==> config.mk <==
export PLATFORM = sky130hd
export DESIGN_NAME = sw_seq_loader_flat
export DESIGN_NICKNAME = d
export VERILOG_FILES = /design/src/rtl/sw_seq_loader_if.sv /design/src/rtl/sw_seq_loader.sv /design/src/flat_wrapper.sv
export SDC_FILE = /design/constraint.sdc
export NUM_CORES = 1
export LEC_CHECK = 0
export BUFFER_PORTS_ARGS = -buffer_cell sky130_fd_sc_hd__buf_2
export CAP_MARGIN = 20
export CORE_MARGIN = 4
export CORE_UTILIZATION = 43
export CTS_BUF_LIST = sky130_fd_sc_hd__clkbuf_4 sky130_fd_sc_hd__clkbuf_8
export DETAILED_ROUTE_END_ITERATION = 10
export SKIP_LAST_GASP = 1
export SYNTH_ARGS = -nofsm -noshare
export SYNTH_HDL_FRONTEND = slang
export SYNTH_SLANG_ARGS = --single-unit
export TNS_END_PERCENT = 5
==> constraint.sdc <==
create_clock -name clk -period 7.4 [get_ports clk]
set_input_delay 1.85 -clock clk [delete_from_list [all_inputs] [get_ports clk]]
set_output_delay 1.85 -clock clk [all_outputs]
set_load 0.01 [all_outputs]
==> src/rtl/sw_seq_loader_if.sv <==
// sw_seq_loader_if: bundle of the sequence-loader load stream and serve stream.
//   valid, data_ref, data_query : load beats from the upstream producer
//   busy                        : loader is not idle
//   q_block, q_base             : static query block of the current pass and its base index
//   r_valid, r_ready, r_sym, r_pos, pass_first, pass_last : reference stream to the PE array
//   all_done                    : pulse after the final beat of the final pass
//   err                         : sticky input-overrun flag
// Modports: slave is the loader itself, master is the producer/consumer side.
interface sw_seq_loader_if #(
    parameter int PE_NUM          = 16,
    parameter int WIDTH_POS_REF   = 7,
    parameter int WIDTH_POS_QUERY = 6
);
    logic                       valid;
    logic [1:0]                 data_ref;
    logic [1:0]                 data_query;
    logic                       busy;
    logic [2*PE_NUM-1:0]        q_block;
    logic [WIDTH_POS_QUERY-1:0] q_base;
    logic                       r_valid;
    logic                       r_ready;
    logic [1:0]                 r_sym;
    logic [WIDTH_POS_REF-1:0]   r_pos;
    logic                       pass_first;
    logic                       pass_last;
    logic                       all_done;
    logic                       err;

    modport slave (
        input  valid, data_ref, data_query, r_ready,
        output busy, q_block, q_base, r_valid, r_sym, r_pos,
               pass_first, pass_last, all_done, err
    );

    modport master (
        output valid, data_ref, data_query, r_ready,
        input  busy, q_block, q_base, r_valid, r_sym, r_pos,
               pass_first, pass_last, all_done, err
    );
endinterface

==> src/rtl/sw_seq_loader.sv <==
// sw_seq_loader: captures streamed 2-bit reference/query sequences, then serves
// them to the Smith-Waterman PE array pass by pass (static query block per pass,
// reference streamed one symbol per valid/ready beat).
//   clk   : clock
//   reset : asynchronous, active-high reset
//   bus   : sw_seq_loader_if.slave (load stream in, serve stream out, status)
// Optional: define SW_LOADER_OVF_CHK_EN to flag valid beats arriving in SERVE/DONE on err.
module sw_seq_loader #(
    parameter int LEN_REF         = 64,
    parameter int LEN_QUERY       = 48,
    parameter int PE_NUM          = 16,
    parameter int WIDTH_POS_REF   = 7,
    parameter int WIDTH_POS_QUERY = 6
) (
    input logic            clk,
    input logic            reset,
    sw_seq_loader_if.slave bus
);
    localparam int NP = LEN_QUERY / PE_NUM;
    localparam int AW = $clog2(LEN_REF);
    localparam int QB = $clog2(2 * LEN_QUERY);

    typedef enum logic [1:0] {IDLE, LOAD, SERVE, DONE} state_t;

    state_t                     state, state_n;
    logic [WIDTH_POS_REF-1:0]   ref_cnt, r_pos;
    logic [WIDTH_POS_QUERY-1:0] q_cnt;
    logic [1:0]                 p;
    logic [1:0]                 r_mem [LEN_REF];
    logic [2*LEN_QUERY-1:0]     q_mem;
    logic                       accept, ref_full, q_full, ref_fill, q_fill;
    logic                       serve, xfer, last_beat, last_pass;
    logic [QB-1:0]              q_off;

    assign accept    = bus.valid && (state == IDLE || state == LOAD);
    assign ref_full  = ref_cnt == WIDTH_POS_REF'(LEN_REF);
    assign q_full    = q_cnt == WIDTH_POS_QUERY'(LEN_QUERY);
    // Buffer is full once this edge completes, counting a beat accepted on it.
    assign ref_fill  = ref_full || (bus.valid && ref_cnt == WIDTH_POS_REF'(LEN_REF - 1));
    assign q_fill    = q_full || (bus.valid && q_cnt == WIDTH_POS_QUERY'(LEN_QUERY - 1));
    assign serve     = state == SERVE;
    assign xfer      = serve && bus.r_ready;
    assign last_beat = r_pos == WIDTH_POS_REF'(LEN_REF - 1);
    assign last_pass = p == 2'(NP - 1);
    assign q_off     = QB'(32'(p) * 2 * PE_NUM);

    always_ff @(posedge clk or posedge reset) begin
        if (reset) state <= IDLE;
        else       state <= state_n;
    end

    always_comb begin
        state_n = state;
        case (state)
            IDLE:    state_n = bus.valid ? LOAD : IDLE;
            LOAD:    state_n = (ref_fill && q_fill) ? SERVE : LOAD;
            SERVE:   state_n = (xfer && last_beat && last_pass) ? DONE : SERVE;
            default: state_n = IDLE;
        endcase
    end

    // Serve outputs are gated to zero outside SERVE so reset values hold
    // regardless of the (unreset) buffer contents.
    always_comb begin
        bus.busy       = state != IDLE;
        bus.r_valid    = serve;
        bus.all_done   = state == DONE;
        bus.r_sym      = serve ? r_mem[r_pos[AW-1:0]] : 2'b00;
        bus.q_block    = serve ? q_mem[q_off +: 2*PE_NUM] : '0;
        bus.q_base     = serve ? WIDTH_POS_QUERY'(32'(p) * PE_NUM) : '0;
        bus.r_pos      = r_pos;
        bus.pass_first = serve && r_pos == '0;
        bus.pass_last  = serve && last_beat;
    end

    always_ff @(posedge clk or posedge reset) begin
        if (reset) begin
            ref_cnt <= '0;
            q_cnt   <= '0;
            r_pos   <= '0;
            p       <= '0;
        end else if (state == DONE) begin
            ref_cnt <= '0;
            q_cnt   <= '0;
            r_pos   <= '0;
            p       <= '0;
        end else begin
            if (accept && !ref_full) ref_cnt <= ref_cnt + 1'b1;
            if (accept && !q_full) q_cnt <= q_cnt + 1'b1;
            if (xfer) begin
                r_pos <= last_beat ? '0 : r_pos + 1'b1;
                if (last_beat) p <= last_pass ? '0 : p + 1'b1;
            end
        end
    end

    always_ff @(posedge clk) begin
        if (accept && !ref_full) r_mem[ref_cnt[AW-1:0]] <= bus.data_ref;
        if (accept && !q_full) q_mem[{q_cnt[QB-2:0], 1'b0} +: 2] <= bus.data_query;
    end

`ifdef SW_LOADER_OVF_CHK_EN
    logic err_q;
    always_ff @(posedge clk or posedge reset) begin
        if (reset)                                                  err_q <= 1'b0;
        else if (bus.valid && (state == SERVE || state == DONE)) err_q <= 1'b1;
    end
    assign bus.err = err_q;
`else
    assign bus.err = 1'b0;
`endif
endmodule

==> src/flat_wrapper.sv <==
// flat-port wrapper written by rule: the top's interface ports become plain ports
module sw_seq_loader_flat 
#(
    parameter int LEN_REF         = 64,
    parameter int LEN_QUERY       = 48,
    parameter int PE_NUM          = 16,
    parameter int WIDTH_POS_REF   = 7,
    parameter int WIDTH_POS_QUERY = 6
)
  (clk, reset, bus_valid, bus_data_ref, bus_data_query, bus_r_ready, bus_busy, bus_q_block, bus_q_base, bus_r_valid, bus_r_sym, bus_r_pos, bus_pass_first, bus_pass_last, bus_all_done, bus_err);
  sw_seq_loader_if #(.PE_NUM(PE_NUM), .WIDTH_POS_REF(WIDTH_POS_REF), .WIDTH_POS_QUERY(WIDTH_POS_QUERY)) bus_i ();
  input logic clk;
  input logic reset;
  input wire logic [$bits(bus_i.valid)-1:0] bus_valid;
  input wire logic [$bits(bus_i.data_ref)-1:0] bus_data_ref;
  input wire logic [$bits(bus_i.data_query)-1:0] bus_data_query;
  input wire logic [$bits(bus_i.r_ready)-1:0] bus_r_ready;
  output wire logic [$bits(bus_i.busy)-1:0] bus_busy;
  output wire logic [$bits(bus_i.q_block)-1:0] bus_q_block;
  output wire logic [$bits(bus_i.q_base)-1:0] bus_q_base;
  output wire logic [$bits(bus_i.r_valid)-1:0] bus_r_valid;
  output wire logic [$bits(bus_i.r_sym)-1:0] bus_r_sym;
  output wire logic [$bits(bus_i.r_pos)-1:0] bus_r_pos;
  output wire logic [$bits(bus_i.pass_first)-1:0] bus_pass_first;
  output wire logic [$bits(bus_i.pass_last)-1:0] bus_pass_last;
  output wire logic [$bits(bus_i.all_done)-1:0] bus_all_done;
  output wire logic [$bits(bus_i.err)-1:0] bus_err;
  assign bus_i.valid = bus_valid;
  assign bus_i.data_ref = bus_data_ref;
  assign bus_i.data_query = bus_data_query;
  assign bus_i.r_ready = bus_r_ready;
  assign bus_busy = bus_i.busy;
  assign bus_q_block = bus_i.q_block;
  assign bus_q_base = bus_i.q_base;
  assign bus_r_valid = bus_i.r_valid;
  assign bus_r_sym = bus_i.r_sym;
  assign bus_r_pos = bus_i.r_pos;
  assign bus_pass_first = bus_i.pass_first;
  assign bus_pass_last = bus_i.pass_last;
  assign bus_all_done = bus_i.all_done;
  assign bus_err = bus_i.err;
  sw_seq_loader #(.LEN_REF(LEN_REF), .LEN_QUERY(LEN_QUERY), .PE_NUM(PE_NUM), .WIDTH_POS_REF(WIDTH_POS_REF), .WIDTH_POS_QUERY(WIDTH_POS_QUERY)) u_core (.clk(clk), .reset(reset), .bus(bus_i));
endmodule
==> flow_summary_export.csv <==
group,metric,value,unit
placement,port_buffers,55,
power_and_ir_drop,power_leakage,4.43,nW
floorplan,die-area,0.0294,mm2
layout,fin_cells,1366,
layout,ff_latch_area,0.00733,mm2
cts,ctsHoldBuffers,0,
worst_setup_path,path_max_fanout,35,
sta,period_needed,4.81,ns
routing,drc_errors,0,
hold_path,min_to,"u_core.ref_cnt[6]",
floorplan,fp-row-count,59,
layout,area_growth,12.7,%
global_route,antenna_found_initial,0,
cts,numCtsBuffers,42,
global_route,grt_pass1_vias,7487,
floorplan,dieHeight,172,um
layout,n_fill_cell,2339,
global_route,overflow,0,
routing,dr_wl_met2,12600,um
sta,finClkSkew,0.0155,ns
run_status,status,"finished, final reports clean",
placement,dpl.hpwl,16700,um
sta,tightest_slew,1.14,ns
sta,hold_violations,0,
worst_setup_path,startpoint_type,"flop",
floorplan,io-pin-count,61,
sta,finalSetupViolations,0,
layout,final_common_cell,"nor2_1",
cts,htreeDepth,2,
worst_setup_path,slowest_stage,"mux4_2",
cts,cts_resized,0,
sta,min_period_over_period,65.0,%
hold_path,hold_start,"u_core.ref_cnt[6]",
routing,firstDrtPassIters,7,
placement,dp_slack,3.14,ns
cts,clock_path_buffers,3,
hold_path,hp-class,"reg2reg",
worst_setup_path,crit_family,"compound AO/OA/AOI/OAI gates",
worst_setup_path,arrival,2.96,ns
worst_setup_path,crit_required,5.55,ns
placement,dp.cells,1286,
synthesis,ys_warn_count,0,
worst_setup_path,crit_path_max_incr_delay,0.59,ns
routing,met3_wirelength,1500,um
worst_setup_path,r2r-end,"u_core.q_mem[32]",
layout,fin_nets,1014,
layout,multiInputGateArea,0.00383,mm2
worst_setup_path,cp_num_buf_inv,2,
layout,mostFrequentLayoutCells,"259 x nor2_1, 224 x edfxtp_1, 55 x buf_2",
floorplan,initial_core_util,43.9,%
routing,highest_layer,"met4",
synthesis,synth_seq_cells,248,
layout,utilization,49.4,%
routing,num_vias,7439,
global_route,grt_max_degree,65,
sta,rsz0062_at_grt,"false",
synthesis,yosysSeqAreaShare,63.7,%
routing,drt_iter0_drc,567,
cts,root_buffer,"clkbuf_8",
synthesis,async_reset_ff_share,9.68,%
placement,gp_congestion,0.790,
cts,cts_tree,"done",
synthesis,avgSynthCellArea,12.1,um2
worst_setup_path,r2r_slack,3.91,ns
routing,wl_met1,11300,um
cts,clk_pin_slew_worst_paths,0.06,ns
cts,cts.sinks,248,
routing,postRouteAntennaNets,0,
synthesis,synth_edf_count,224,
worst_setup_path,path_cells,"buf_4 > mux4_2 > a22oi_1 > a31oi_1 > a21oi_1 > o31ai_1 > buf_2",
layout,insertedDiodeCount,0,
worst_setup_path,critPathCaptureType,"output pin",
synthesis,yosysUniqueCellTypes,57,
worst_setup_path,rr_worst_depth,6,
job,cap_violations,0,
cts,clock_latency,0.53,ns
sta,fin_tns_setup,0,ns
sta,worst_slack,2.59,ns
synthesis,synthCells,952,
layout,drive_above_1_share,19.0,%
routing,viasPerCell,5.45,
global_route,grt_usage,17.7,%
worst_setup_path,timing.rr.start,"u_core.q_cnt[0]",
global_route,grt_pass1_wl,40900,um
sta,report.final.slew_viol_count,0,
routing,wirelength,25900,um
routing,wl_per_cell,18.9,um
floorplan,die-width,172,um
synthesis,synth_area,0.0115,mm2
worst_setup_path,crit_type,"reg2out",
power_and_ir_drop,ir_worst_vdd,0.000194,V
power_and_ir_drop,powerDensity,319,mW/mm2
sta,max_freq,0.208,GHz
cts,post_cts_buffers,0,
sta,relSlewSlack,23.6,%
hold_path,min_delay_path_depth,1,
floorplan,fp.coreArea,0.0262,mm2
synthesis,ys.flop_type,"edfxtp_1",
## per-stage QoR
step | hold slack, ns | power [mW] | area [um2]
after global routing | 0.535 | 4.35 | 13000
final | 0.528 | 4.14 | 13000
after detailed placement | 0.512 | 2.82 | 12000
after floorplan | 0.467 | 2.51 | 11500
after global placement | 0.503 | 2.80 | 12000
after CTS | 0.521 | 4.16 | 12900
## sequential cells by signal, summed over array words and instances (netlist names)
name / cells
u_core.p: 2
u_core.bus.r_pos: 7
u_core.q_cnt: 6
u_core.state: 2
u_core.q_mem: 96
u_core.ref_cnt: 7
u_core.r_mem: 128
## cell type report
cell class / instances / share of cell area (%)
tap: 335 / 3.23
sequential: 248 / 56.6
inverter: 18 / 0.521
clock inverter: 13 / 1.29
clock buffer: 64 / 5.78
multi-input combinational: 622 / 29.6
timing repair buffer: 66 / 3.01
## worst reg2reg max path, stage by stage (launching register included)
cell and delay (ns):
dfrtp_1 0.63, inv_1 0.15, ha_1 0.36, nor3b_2 0.23, xnor2_1 0.70, nand2_1 0.66, nor3_1 0.43
## worst max path at each step
| stage | start | endpoint | slack, ns | cells after the start |
|---|---|---|---|---|
| detailed placement | u_core.bus.r_pos[0] | bus_r_sym[1] | 3.14 | 7 |
| finish | u_core.bus.r_pos[0] | bus_r_sym[1] | 2.59 | 7 |
| floorplan | u_core.bus.r_pos[0] | bus_r_sym[0] | 3.56 | 7 |
| CTS | u_core.bus.r_pos[0] | bus_r_sym[1] | 2.54 | 7 |
| global route | u_core.bus.r_pos[0] | bus_r_sym[1] | 2.40 | 7 |
| global placement | u_core.bus.r_pos[0] | bus_r_sym[1] | 3.18 | 7 |
## synth_stat cells (all sizes together), types with 7 or more instances
cell | instances | area [um2]
edfxtp | 224 | 6730
ha | 8 | 100
a21oi | 42 | 210
or2 | 14 | 92.6
or3 | 8 | 55.1
nor3 | 45 | 225
o21ai | 9 | 45.0
mux2i | 38 | 380
nor2b | 7 | 43.8
xnor2 | 9 | 78.8
nand3 | 28 | 140
mux4 | 32 | 721
nand2 | 44 | 165
clkbuf | 43 | 161
nor2 | 259 | 972
inv | 17 | 63.8
dfrtp | 24 | 601
buf | 25 | 135
## metal layers
| layer | global-route usage (%) | up-vias |
|---|---|---|
| met5 | 0 | - |
| met4 | 4.68 | 0 |
| met3 | 3.13 | 41 |
| met2 | 29.7 | 215 |
| met1 | 24.1 | 3655 |
| li1 | - | 3528 |
## power breakdown
group	total (mW)	leakage, nW	switching (mW)	internal [mW]
clock	1.33	0.479	0.542	0.788
sequential	1.73	2.40	0.105	1.62
combinational	1.08	1.55	0.750	0.328
## kinds of logic (layout without fill, tap and decap cells)
logic type	after synthesis	in the layout	share of synthesized area, %
AOI/OAI and AO/OA	84	84	4.59
xor gates and xnor gates	12	12	0.914
DFF	248	248	63.7
other	1	5	0.0326
buffers and inverters	86	161	3.17
muxes	70	70	9.57
and+or+nand+nor	443	443	17.1
adders and majority gates	8	8	0.870
No activity file was read; power rests on OpenSTA's default activity.
